`config.mk`:
```
export PLATFORM = sky130hd
export DESIGN_NAME = doom_hps_cmd_master
export DESIGN_NICKNAME = d
export VERILOG_FILES = /design/src/rtl/doom_hps_cmd_master.sv
export SDC_FILE = /design/constraint.sdc
export NUM_CORES = 1
export LEC_CHECK = 0
export ABC_CLOCK_PERIOD_IN_PS = 11800
export BUFFER_PORTS_ARGS = -buffer_cell sky130_fd_sc_hd__buf_2
export CORE_MARGIN = 1
export CORE_UTILIZATION = 33
export CTS_CLUSTER_DIAMETER = 100
export DETAILED_ROUTE_END_ITERATION = 8
export GPL_TIMING_DRIVEN = 0
export PLACE_DENSITY = 0.55
export SLEW_MARGIN = 0
export SYNTH_ARGS = -nofsm -noshare
export SYNTH_HDL_FRONTEND = slang
export SYNTH_SLANG_ARGS = --single-unit
```
`constraint.sdc`:
```
create_clock -name i_clk -period 11.8 [get_ports i_clk]
set_input_delay 1.77 -clock i_clk [delete_from_list [all_inputs] [get_ports i_clk]]
set_output_delay 1.77 -clock i_clk [all_outputs]
set_load 0.01 [all_outputs]
```
`src/rtl/doom_hps_cmd_master.sv`:
```
// ---------------------------------------------------------------------------
// doom_hps_cmd_master
//
// Avalon-MM host that drives the doom_fpga HPS control slave in place of the
// HPS bridge, so commands can be replayed or self-tested on the FPGA.
//
// A command accepted on the valid/ready port is executed as follows:
//   1. Each argument word i is written to slave address i+1.
//   2. The command code is written to address 0.
//   3. STATUS_ADDR is read.
//   4. The word read back is returned as a one-cycle response.
// Any single transfer that stalls for TIMEOUT_CYCLES cycles is abandoned.
// The response then carries rsp_timeout=1 and rsp_data=0.
//
// Ports
//   i_clk, i_reset      : clock, asynchronous active-high reset
//   i_cmd_valid/o_cmd_ready, i_cmd_code, i_cmd_nargs, i_cmd_args
//                       : command request port
//   o_rsp_valid, o_rsp_data, o_rsp_timeout
//                       : response strobe, status word and timeout flag
//   o_busy              : a command is in flight
//   o_avm_*/i_avm_*     : Avalon-MM host interface
// ---------------------------------------------------------------------------
module doom_hps_cmd_master #(
    parameter int unsigned NUM_ARGS       = 3,
    parameter logic [7:0]  STATUS_ADDR    = 8'h04,
    parameter int unsigned TIMEOUT_CYCLES = 65535
) (
    input  logic                     i_clk,
    input  logic                     i_reset,
    input  logic                     i_cmd_valid,
    output logic                     o_cmd_ready,
    input  logic [31:0]              i_cmd_code,
    input  logic [1:0]               i_cmd_nargs,
    input  logic [NUM_ARGS*32-1:0]   i_cmd_args,
    output logic                     o_rsp_valid,
    output logic [31:0]              o_rsp_data,
    output logic                     o_rsp_timeout,
    output logic                     o_busy,
    output logic [7:0]               o_avm_address,
    output logic                     o_avm_write,
    output logic [31:0]              o_avm_writedata,
    output logic                     o_avm_read,
    input  logic [31:0]              i_avm_readdata,
    input  logic                     i_avm_waitrequest
);

    localparam int unsigned CNT_W = $clog2(TIMEOUT_CYCLES + 1);
    localparam logic [CNT_W-1:0] CNT_LAST = CNT_W'(TIMEOUT_CYCLES - 1);
    localparam logic [CNT_W-1:0] CNT_MAX  = CNT_W'(TIMEOUT_CYCLES);
    localparam logic [1:0]       NARGS_MAX = 2'(NUM_ARGS);

    typedef enum logic [2:0] {
        S_IDLE = 3'd0,
        S_ARG  = 3'd1,
        S_CMD  = 3'd2,
        S_POLL = 3'd3,
        S_RESP = 3'd4
    } state_t;

    state_t                 r_state;
    logic [31:0]            r_code;
    logic [1:0]             r_nargs;
    logic [NUM_ARGS*32-1:0] r_args;
    logic [1:0]             r_idx;
    logic [CNT_W-1:0]       r_to_cnt;
    logic                   r_cmd_ready;
    logic                   r_busy;
    logic                   r_rsp_valid;
    logic                   r_rsp_timeout;
    logic [31:0]            r_rsp_data;
    logic [7:0]             r_avm_address;
    logic                   r_avm_write;
    logic [31:0]            r_avm_writedata;
    logic                   r_avm_read;

    logic [1:0]             w_nargs;
    logic [1:0]             w_next_idx;
    logic                   w_last_beat;
    logic                   w_expired;

    // Select argument word idx from a packed argument vector.
    function automatic logic [31:0] arg_word(input logic [NUM_ARGS*32-1:0] args,
                                             input logic [1:0] idx);
        logic [31:0] w;
        w = 32'd0;
        for (int i = 0; i < NUM_ARGS; i++) begin
            if (idx == 2'(i)) begin
                w = args[32*i +: 32];
            end
        end
        return w;
    endfunction

    // Out-of-range argument counts are clamped rather than rejected.
    assign w_nargs     = (i_cmd_nargs > NARGS_MAX) ? NARGS_MAX : i_cmd_nargs;
    assign w_next_idx  = r_idx + 2'd1;
    assign w_last_beat = (r_idx == (r_nargs - 2'd1));
    // Current stall cycle is the TIMEOUT_CYCLES-th one: abort at this edge.
    assign w_expired   = (r_to_cnt == CNT_LAST);

    // Command sequencer: state, captured command, Avalon strobes and response.
    always_ff @(posedge i_clk or posedge i_reset) begin
        if (i_reset) begin
            r_state         <= S_IDLE;
            r_code          <= 32'd0;
            r_nargs         <= 2'd0;
            r_args          <= '0;
            r_idx           <= 2'd0;
            r_to_cnt        <= '0;
            r_cmd_ready     <= 1'b1;
            r_busy          <= 1'b0;
            r_rsp_valid     <= 1'b0;
            r_rsp_timeout   <= 1'b0;
            r_rsp_data      <= 32'd0;
            r_avm_address   <= 8'd0;
            r_avm_write     <= 1'b0;
            r_avm_writedata <= 32'd0;
            r_avm_read      <= 1'b0;
        end else begin
            case (r_state)
                S_IDLE: begin
                    if (i_cmd_valid) begin
                        r_code      <= i_cmd_code;
                        r_nargs     <= w_nargs;
                        r_args      <= i_cmd_args;
                        r_idx       <= 2'd0;
                        r_to_cnt    <= '0;
                        r_cmd_ready <= 1'b0;
                        r_busy      <= 1'b1;
                        r_avm_write <= 1'b1;
                        if (w_nargs != 2'd0) begin
                            r_state         <= S_ARG;
                            r_avm_address   <= 8'd1;
                            r_avm_writedata <= arg_word(i_cmd_args, 2'd0);
                        end else begin
                            r_state         <= S_CMD;
                            r_avm_address   <= 8'd0;
                            r_avm_writedata <= i_cmd_code;
                        end
                    end else begin
                        r_state <= S_IDLE;
                    end
                end

                S_ARG, S_CMD, S_POLL: begin
                    if (i_avm_waitrequest) begin
                        if (w_expired) begin
                            // Abandon the command: skip all remaining beats.
                            r_state         <= S_RESP;
                            r_avm_write     <= 1'b0;
                            r_avm_read      <= 1'b0;
                            r_avm_address   <= 8'd0;
                            r_avm_writedata <= 32'd0;
                            r_rsp_valid     <= 1'b1;
                            r_rsp_timeout   <= 1'b1;
                            r_rsp_data      <= 32'd0;
                        end else if (r_to_cnt != CNT_MAX) begin
                            r_to_cnt <= r_to_cnt + CNT_W'(1);
                        end else begin
                            r_to_cnt <= r_to_cnt;
                        end
                    end else begin
                        // Transfer completes; the next one starts with a fresh count.
                        r_to_cnt <= '0;
                        if (r_state == S_ARG) begin
                            if (w_last_beat) begin
                                r_state         <= S_CMD;
                                r_avm_address   <= 8'd0;
                                r_avm_writedata <= r_code;
                            end else begin
                                r_idx           <= w_next_idx;
                                r_avm_address   <= 8'(w_next_idx) + 8'd1;
                                r_avm_writedata <= arg_word(r_args, w_next_idx);
                            end
                        end else if (r_state == S_CMD) begin
                            r_state         <= S_POLL;
                            r_avm_write     <= 1'b0;
                            r_avm_read      <= 1'b1;
                            r_avm_address   <= STATUS_ADDR;
                            r_avm_writedata <= 32'd0;
                        end else begin
                            r_state       <= S_RESP;
                            r_avm_read    <= 1'b0;
                            r_avm_address <= 8'd0;
                            r_rsp_data    <= i_avm_readdata;
                            r_rsp_valid   <= 1'b1;
                            r_rsp_timeout <= 1'b0;
                        end
                    end
                end

                S_RESP: begin
                    r_state       <= S_IDLE;
                    r_rsp_valid   <= 1'b0;
                    r_rsp_timeout <= 1'b0;
                    r_cmd_ready   <= 1'b1;
                    r_busy        <= 1'b0;
                end

                default: begin
                    r_state         <= S_IDLE;
                    r_rsp_valid     <= 1'b0;
                    r_rsp_timeout   <= 1'b0;
                    r_cmd_ready     <= 1'b1;
                    r_busy          <= 1'b0;
                    r_avm_write     <= 1'b0;
                    r_avm_read      <= 1'b0;
                    r_avm_address   <= 8'd0;
                    r_avm_writedata <= 32'd0;
                end
            endcase
        end
    end

    assign o_cmd_ready     = r_cmd_ready;
    assign o_busy          = r_busy;
    assign o_rsp_valid     = r_rsp_valid;
    assign o_rsp_timeout   = r_rsp_timeout;
    assign o_rsp_data      = r_rsp_data;
    assign o_avm_address   = r_avm_address;
    assign o_avm_write     = r_avm_write;
    assign o_avm_writedata = r_avm_writedata;
    assign o_avm_read      = r_avm_read;

endmodule

```
==> out/results.ini, run 1 <==
[sta]
clock_skew_ns=0.0311
fin_setup_tns_ns=0
post-route-period-util_pct=29.6
drv_slew=0
period_needed_ns=3.49
finalSetupViolCount=0
hold_viol_final=0
grt_setup_unrepaired=no
fmax_mhz=287
relSlewSlack_pct=46.0
tightestPinTransition_ns=0.810

[global_route]
gr-usage-all-layers_pct=21.5
grt_max_degree=120
grt_pass1_vias=9499
grt_antenna_before_repair=0
grt_overflow_total=0
grt_pass1_wl_um=54800

[die]
core_um2=31600
dieArea_um2=32900
dieWidth_um=181
num_rows=65
io_pins=244
start_util_pct=33.6
die_h_um=181

[synth]
synth_area_leader_cell=dfrtp_1
ys_ff_latch=224
synth_top_flop_cell=dfrtp_1
synth_area_um2=10600
syn_inst=1128
synth_edf_count=0
post-synth-top-count-cell=nand2_1
yosys.cell_types.count=56
yosysWarnings=0
synthDominantCellAreaShare_pct=52.5
synthTopCellsByCount=nand2_1, dfrtp_1, o21ai_0
async_reset_ff_share_pct=100
synth.avg_cell_area_um2=9.42
synth_area_leaders=dfrtp_1, nand2_1, a22o_1
yosysSeqAreaShare_pct=52.8

[clock_network]
cts_inserted_buffers=27
hold_buffers=0
clk_pin_slew_ns=0.06
cts_resized=0
root_buffer=clkbuf_16
insertion_delay_ns=0.55
clkSinkCount=224
post_cts_buffers=0
cts_buffer_depth=3
ctsHtreeMaxLevel=1
cts_tree=done

[min_path]
hold_class=register to register

[power]
net-switching-power_mw=1.36
p_int_mw=2.11
peakVddDrop_v=0.000154
powerDensity_nw_per_um2=261
p_leak_nw=6.58
clkPwrFrac_pct=24.7
switching_share_pct=39.2
power.share.combinational_pct=39.6
p_seq_share_pct=35.7

[placement]
dp_hpwl_um=25100
dp.cells=1773
portBuffers=238
globalplace.congestion=0.792

[layout]
fillers=3152
drive_above_1_share_pct=25.9
regArea_um2=5610
fin_cells=1823
antenna_cells=0
multi_input_area_um2=4480
final_net_count=1572
syn2layout_area_growth_pct=25.0
utilization_pct=42.0

[setup_path]
crit_family=buffers and inverters
cp.arrival_ns=3.89
timing.critical_path.buf_inv=2
crit_fanout=10
crit_path_end_kind=register
critPathSlowestCell=clkbuf_1
crit_chain=buf_2 > nor2_1 > clkbuf_1 > mux2_2 > a32oi_1 > o21ai_0 > a22o_1
crit_type=primary input to register
cp-start-kind=primary input
cp.required_ns=12.20
critPathMaxStageDelay_ns=0.59

[drt]
vias=9391
drc=0
via_per_inst=5.15
drt_iter0_drc=677
routed_wl_um=35100
wl_per_cell_um=19.2
ant_nets=0
drtPass1Iterations=5

[run]
drv_cap=0

[run_status]
status=finished, final reports clean

==> area by class of cell <==
class / count / share of cell area [%]
clock buffer: 39 / 5.88
clock inverter: 11 / 1.03
timing repair buffer: 239 / 9.17
inverter: 41 / 1.21
multi-input combinational: 778 / 33.7
sequential: 224 / 42.2
buffer: 89 / 3.02
tap: 402 / 3.78
==> placed cells by master (no fill, tap or decap), drive strengths merged, types with 6 or more instances in the layout <==
cell type    n
a21oi       45
a221o       31
a22o        66
a32oi       33
buf        282
clkbuf      85
clkinv       6
dfrtp      223
ha           6
inv         42
mux2        32
nand2      346
nand3       16
nand3b      30
nor2        18
o21ai       76
o31ai        9
or3          6
==> metal layers <==
layer | global-route usage [%] | up-vias | part of all wire [%]
met2 | 34.0 | 291 | 46
met5 | 0 | - | 0
met1 | 30.6 | 4559 | 47
li1 | - | 4479 | -
met4 | 6.44 | 0 | 2.7
met3 | 2.67 | 62 | 4.3
==> state kept, by name, summed over array words and instances, names as in the netlist <==
name and cells:
r_idx 2, o_rsp_valid 1, o_avm_read 1, o_cmd_ready 1, r_nargs 2, o_avm_address 3, o_busy 1, r_state 3
o_avm_writedata 32, o_avm_write 1, r_code 32, r_to_cnt 16, o_rsp_timeout 1, o_rsp_data 32, r_args 96
==> worst min-delay path, delay by kind of cell, from the launching register on <==
| kind | cells | cell delay (ns) |
|---|---|---|
| and+or+nand+nor | 2 | 0.11 |
| DFF | 1 | 0.34 |
==> path summary, 6_finish.rpt <==
check / from / to / slack (ns) / depth (start not counted)
max: i_cmd_nargs[0] / o_avm_writedata[21]$_DFFE_PP0P_ / 8.31 / 7
min: r_args[22]$_DFFE_PP0P_ / r_args[22]$_DFFE_PP0P_ / 0.47 / 2
max reg2reg: r_idx[0]$_DFFE_PP0P_ / o_avm_writedata[18]$_DFFE_PP0P_ / 9.17 / 8
min reg2reg: r_args[22]$_DFFE_PP0P_ / r_args[22]$_DFFE_PP0P_ / 0.47 / 2
max in group asynchronous: i_reset / o_rsp_data[7]$_DFFE_PP0P_ / 9.39 / 3
min in group asynchronous: i_reset / o_avm_writedata[24]$_DFFE_PP0P_ / 1.37 / 2
==> stage by stage <==
step	power, mW	worst slack [ns]	instance area (um2)	hold slack (ns)
floorplan	2.11	3.90	10600	0.445
detailed placement	2.61	7.77	12400	0.462
global route	3.70	8.19	13300	0.489
finish	3.47	8.31	13300	0.475
CTS	3.49	8.35	13300	0.477
global placement	2.59	0.882	12300	0.457
==> cells by family after synthesis <==
| logic type | count (synthesis) | share of synthesized area, % |
|---|---|---|
| buffers and inverters | 130 | 5.23 |
| AOI/OAI and AO/OA | 279 | 19.0 |
| other | 1 | 0.0353 |
| adders and majority gates | 6 | 0.706 |
| xor gates and xnor gates | 4 | 0.330 |
| muxes | 34 | 3.58 |
| and+or+nand+nor | 450 | 18.3 |
| DFF | 224 | 52.8 |
==> power by group through the flow <==
stage,logic (mW),registers (mW),clock network [mW]
detailed placement,1.37,1.24,0
global route,1.52,1.27,0.907
finish,1.37,1.24,0.856
global placement,1.35,1.24,0
CTS,1.38,1.23,0.874
floorplan,0.860,1.25,0
Note: power is estimated with default switching activity, not from simulation.
==> run 2: changes to the inputs <==
ABC_AREA = 1   (was unset)
ABC_CLOCK_PERIOD_IN_PS = 3000   (was 11800)
PLACE_DENSITY = 0.57   (was 0.55)
clock period = 3 ns   (was 11.8 ns; I/O delays follow)
==> run 2 against run 1 <==
  * Non-clock buffer count shrank 1
  * Largest power group unchanged
  * Cell area grew 4.9%
  * Synthesized cell count grew 31%
  * Critical endpoint is now o_avm_writedata[12]$_DFFE_PP0P_
  * Synthesized area grew 3.5%
  * Worst setup slack lost 7.8 ns
  * Largest cell class unchanged
  * Critical path depth grew 4
  * Count of clock-buffer cells in the layout shrank 6
==> out/results.ini, run 2 <==
[run_status]
status=finished, final reports clean

[drt]
via_per_inst=4.69
vias=10400
drc=0
drtPass1Iterations=5
wl_per_cell_um=15.9
drt_iter0_drc=805
routed_wl_um=35300
ant_nets=0

[setup_path]
crit_type=register to register
cp.required_ns=3.48
cp_num_cells=11
timing.critical_path.buf_inv=3
crit_chain=inv_1 > ha_1 > clkbuf_1 > nor2_1 > clkbuf_1 > nand2_1 > a22oi_1 > nand2_1 > nand2_1 > nand2_1 > nand2_1
critPathMaxStageDelay_ns=0.55
crit_family=buffers and inverters
path_common_cell=nand2_1
cp.arrival_ns=2.96
cp-start-kind=register
crit_fanout=10
critPathSlowestCell=clkbuf_1
crit_path_end_kind=register
reg2reg_depth=11

[placement]
portBuffers=237
dp_hpwl_um=26100
globalplace.congestion=0.864
dp_slack_ns=0.539

[sta]
hold_viol_final=0
clock_skew_ns=0.0157
grt_setup_unrepaired=no
tightestPinTransition_ns=0.794
post-route-period-util_pct=82.8
period_needed_ns=2.48
finalSetupViolCount=0
fmax_mhz=403
worst_slack_ns=0.517
drv_slew=0
relSlewSlack_pct=46.9

[die]
core_um2=32700
io_pins=244
dieArea_um2=34100
start_util_pct=33.6
die_h_um=185
num_rows=66
dieWidth_um=185

[global_route]
grt_antenna_before_repair=1
grt_pass1_wl_um=55100
met1_usage_pct=28.7
grt_pass1_vias=10100
grt_max_degree=39
met2_usage_pct=33.8
grt.busiest_layer=met2
grt_util_met3_pct=3.30
grt_overflow_total=0
gr-usage-all-layers_pct=20.9

[layout]
regArea_um2=5610
largest_reg_flops=96
final_cell_mix=nand2_1, buf_2, dfrtp_1, nor2_1, a21oi_1
utilization_pct=42.6
fillers=3466
drive_above_1_share_pct=20.7
regMostFlops=r_args
multi_input_area_um2=4690
final_net_count=1928
layout_commonest_cell=nand2_1
syn2layout_area_growth_pct=26.7

[synth]
ys_ff_latch=224
synth_area_leader_cell=dfrtp_1
yosysWarnings=0
synth.avg_cell_area_um2=7.43
post-synth-top-count-cell=nand2_1
synthTopCellsByCount=nand2_1, dfrtp_1, nor2_1
yosysSeqAreaShare_pct=51.0
synth_edf_count=0
synth_area_leaders=dfrtp_1, nand2_1, nor2_1
synth_area_um2=11000
synthDominantCellAreaShare_pct=50.7
synth_top_flop_cell=dfrtp_1
yosys.cell_types.count=32
async_reset_ff_share_pct=100
syn_inst=1481

[power]
peakVddDrop_v=0.000479
power_mw=14.1
p_seq_share_pct=35.0
switching_share_pct=39.1
net-switching-power_mw=5.50
powerDensity_nw_per_um2=1010
clkPwrFrac_pct=27.1
power.share.combinational_pct=37.9
p_leak_nw=7.56
p_int_mw=8.57

[clock_network]
cts_buffer_depth=3
post_cts_buffers=0
ctsHtreeMaxLevel=1
root_buffer=clkbuf_16
clkSinkCount=224
cts_tree=done
insertion_delay_ns=0.53
cts_inserted_buffers=26
clk_pin_slew_ns=0.07
hold_buffers=0
cts_resized=0

[min_path]
hold_class=primary input to async pin

[run]
drv_cap=0

-- run 2: cell types whose count changed after synthesis, sizes merged, moves of 24 or more --
cell,previous run,this run
nand3b,30,0
nor2,18,105
nand2,346,796
a22oi,1,32
a32oi,33,0
mux2,32,0
inv,41,65
a22o,66,0
a221o,31,0
-- run 2: layout make-up --
type	instances	area share (%)
well taps	442	3.97
diodes	2	0.0359
multi-input cells	1111	33.7
plain buffers	84	3.37
flip-flops and latches	224	40.2
clock buffers	33	5.44
clock inverters	15	2.06
inverters	66	1.80
repair buffers	243	9.43
-- run 2: kinds of logic (layout without fill, tap and decap cells) --
group | after synthesis | count (layout) | share of synthesized area (%)
other cells | 1 | 7 | 0.0341
flops | 224 | 224 | 51.0
buf+inv | 150 | 441 | 6.52
fa+ha+maj | 6 | 6 | 0.682
simple gates | 940 | 940 | 33.3
xor+xnor | 7 | 7 | 0.557
compound gates | 153 | 153 | 7.92
-- run 2: worst register-to-register path, delay by kind of cell (launching register included) --
kind / cells / cell delay [ns]
simple gates: 6 / 0.77
compound gates: 1 / 0.17
fa+ha+maj: 1 / 0.21
buf+inv: 3 / 0.87
flops: 1 / 0.42
-- run 2: final timing paths --
path | from | to | slack, ns
worst min register to register | o_rsp_data[0]$_DFFE_PP0P_ | o_rsp_data[0]$_DFFE_PP0P_ | 0.46
min in group i_clk | i_avm_readdata[28] | o_rsp_data[28]$_DFFE_PP0P_ | 0.11
max in group asynchronous | i_reset | r_args[78]$_DFFE_PP0P_ | 1.86
worst max-delay path | r_idx[0]$_DFFE_PP0P_ | o_avm_writedata[12]$_DFFE_PP0P_ | 0.52
worst min-delay path | i_reset | o_rsp_data[1]$_DFFE_PP0P_ | 0.06
worst max register to register | r_idx[0]$_DFFE_PP0P_ | o_avm_writedata[12]$_DFFE_PP0P_ | 0.52
-- run 2: per-layer routing --
layer  vias to the layer above  routed length, um
met3                        57               1950
li1                       5128                  -
met1                      4891              16100
met5                         -                  0
met4                         0               1050
met2                       328              16200
-- run 2: stage by stage --
step,cell area [um2],setup TNS (ns),cells,hold WS [ns]
after floorplan,11000,-83.23,1485,0.442
after global placement,12800,-444.57,2164,0.452
after detailed placement,12900,0,2170,0.453
after CTS,13900,0,2218,0.0619
after global routing,13900,0,2219,0.0984
final,13900,0,2220,0.0618
-- run 2: power by group through the flow --
stage / clock network, mW / registers, mW / logic [mW]
floorplan: 0 / 5.01 / 3.37
global placement: 0 / 4.93 / 5.26
detailed placement: 0 / 4.96 / 5.36
CTS: 3.90 / 4.92 / 5.38
global route: 4.01 / 5.06 / 6.02
finish: 3.81 / 4.93 / 5.34
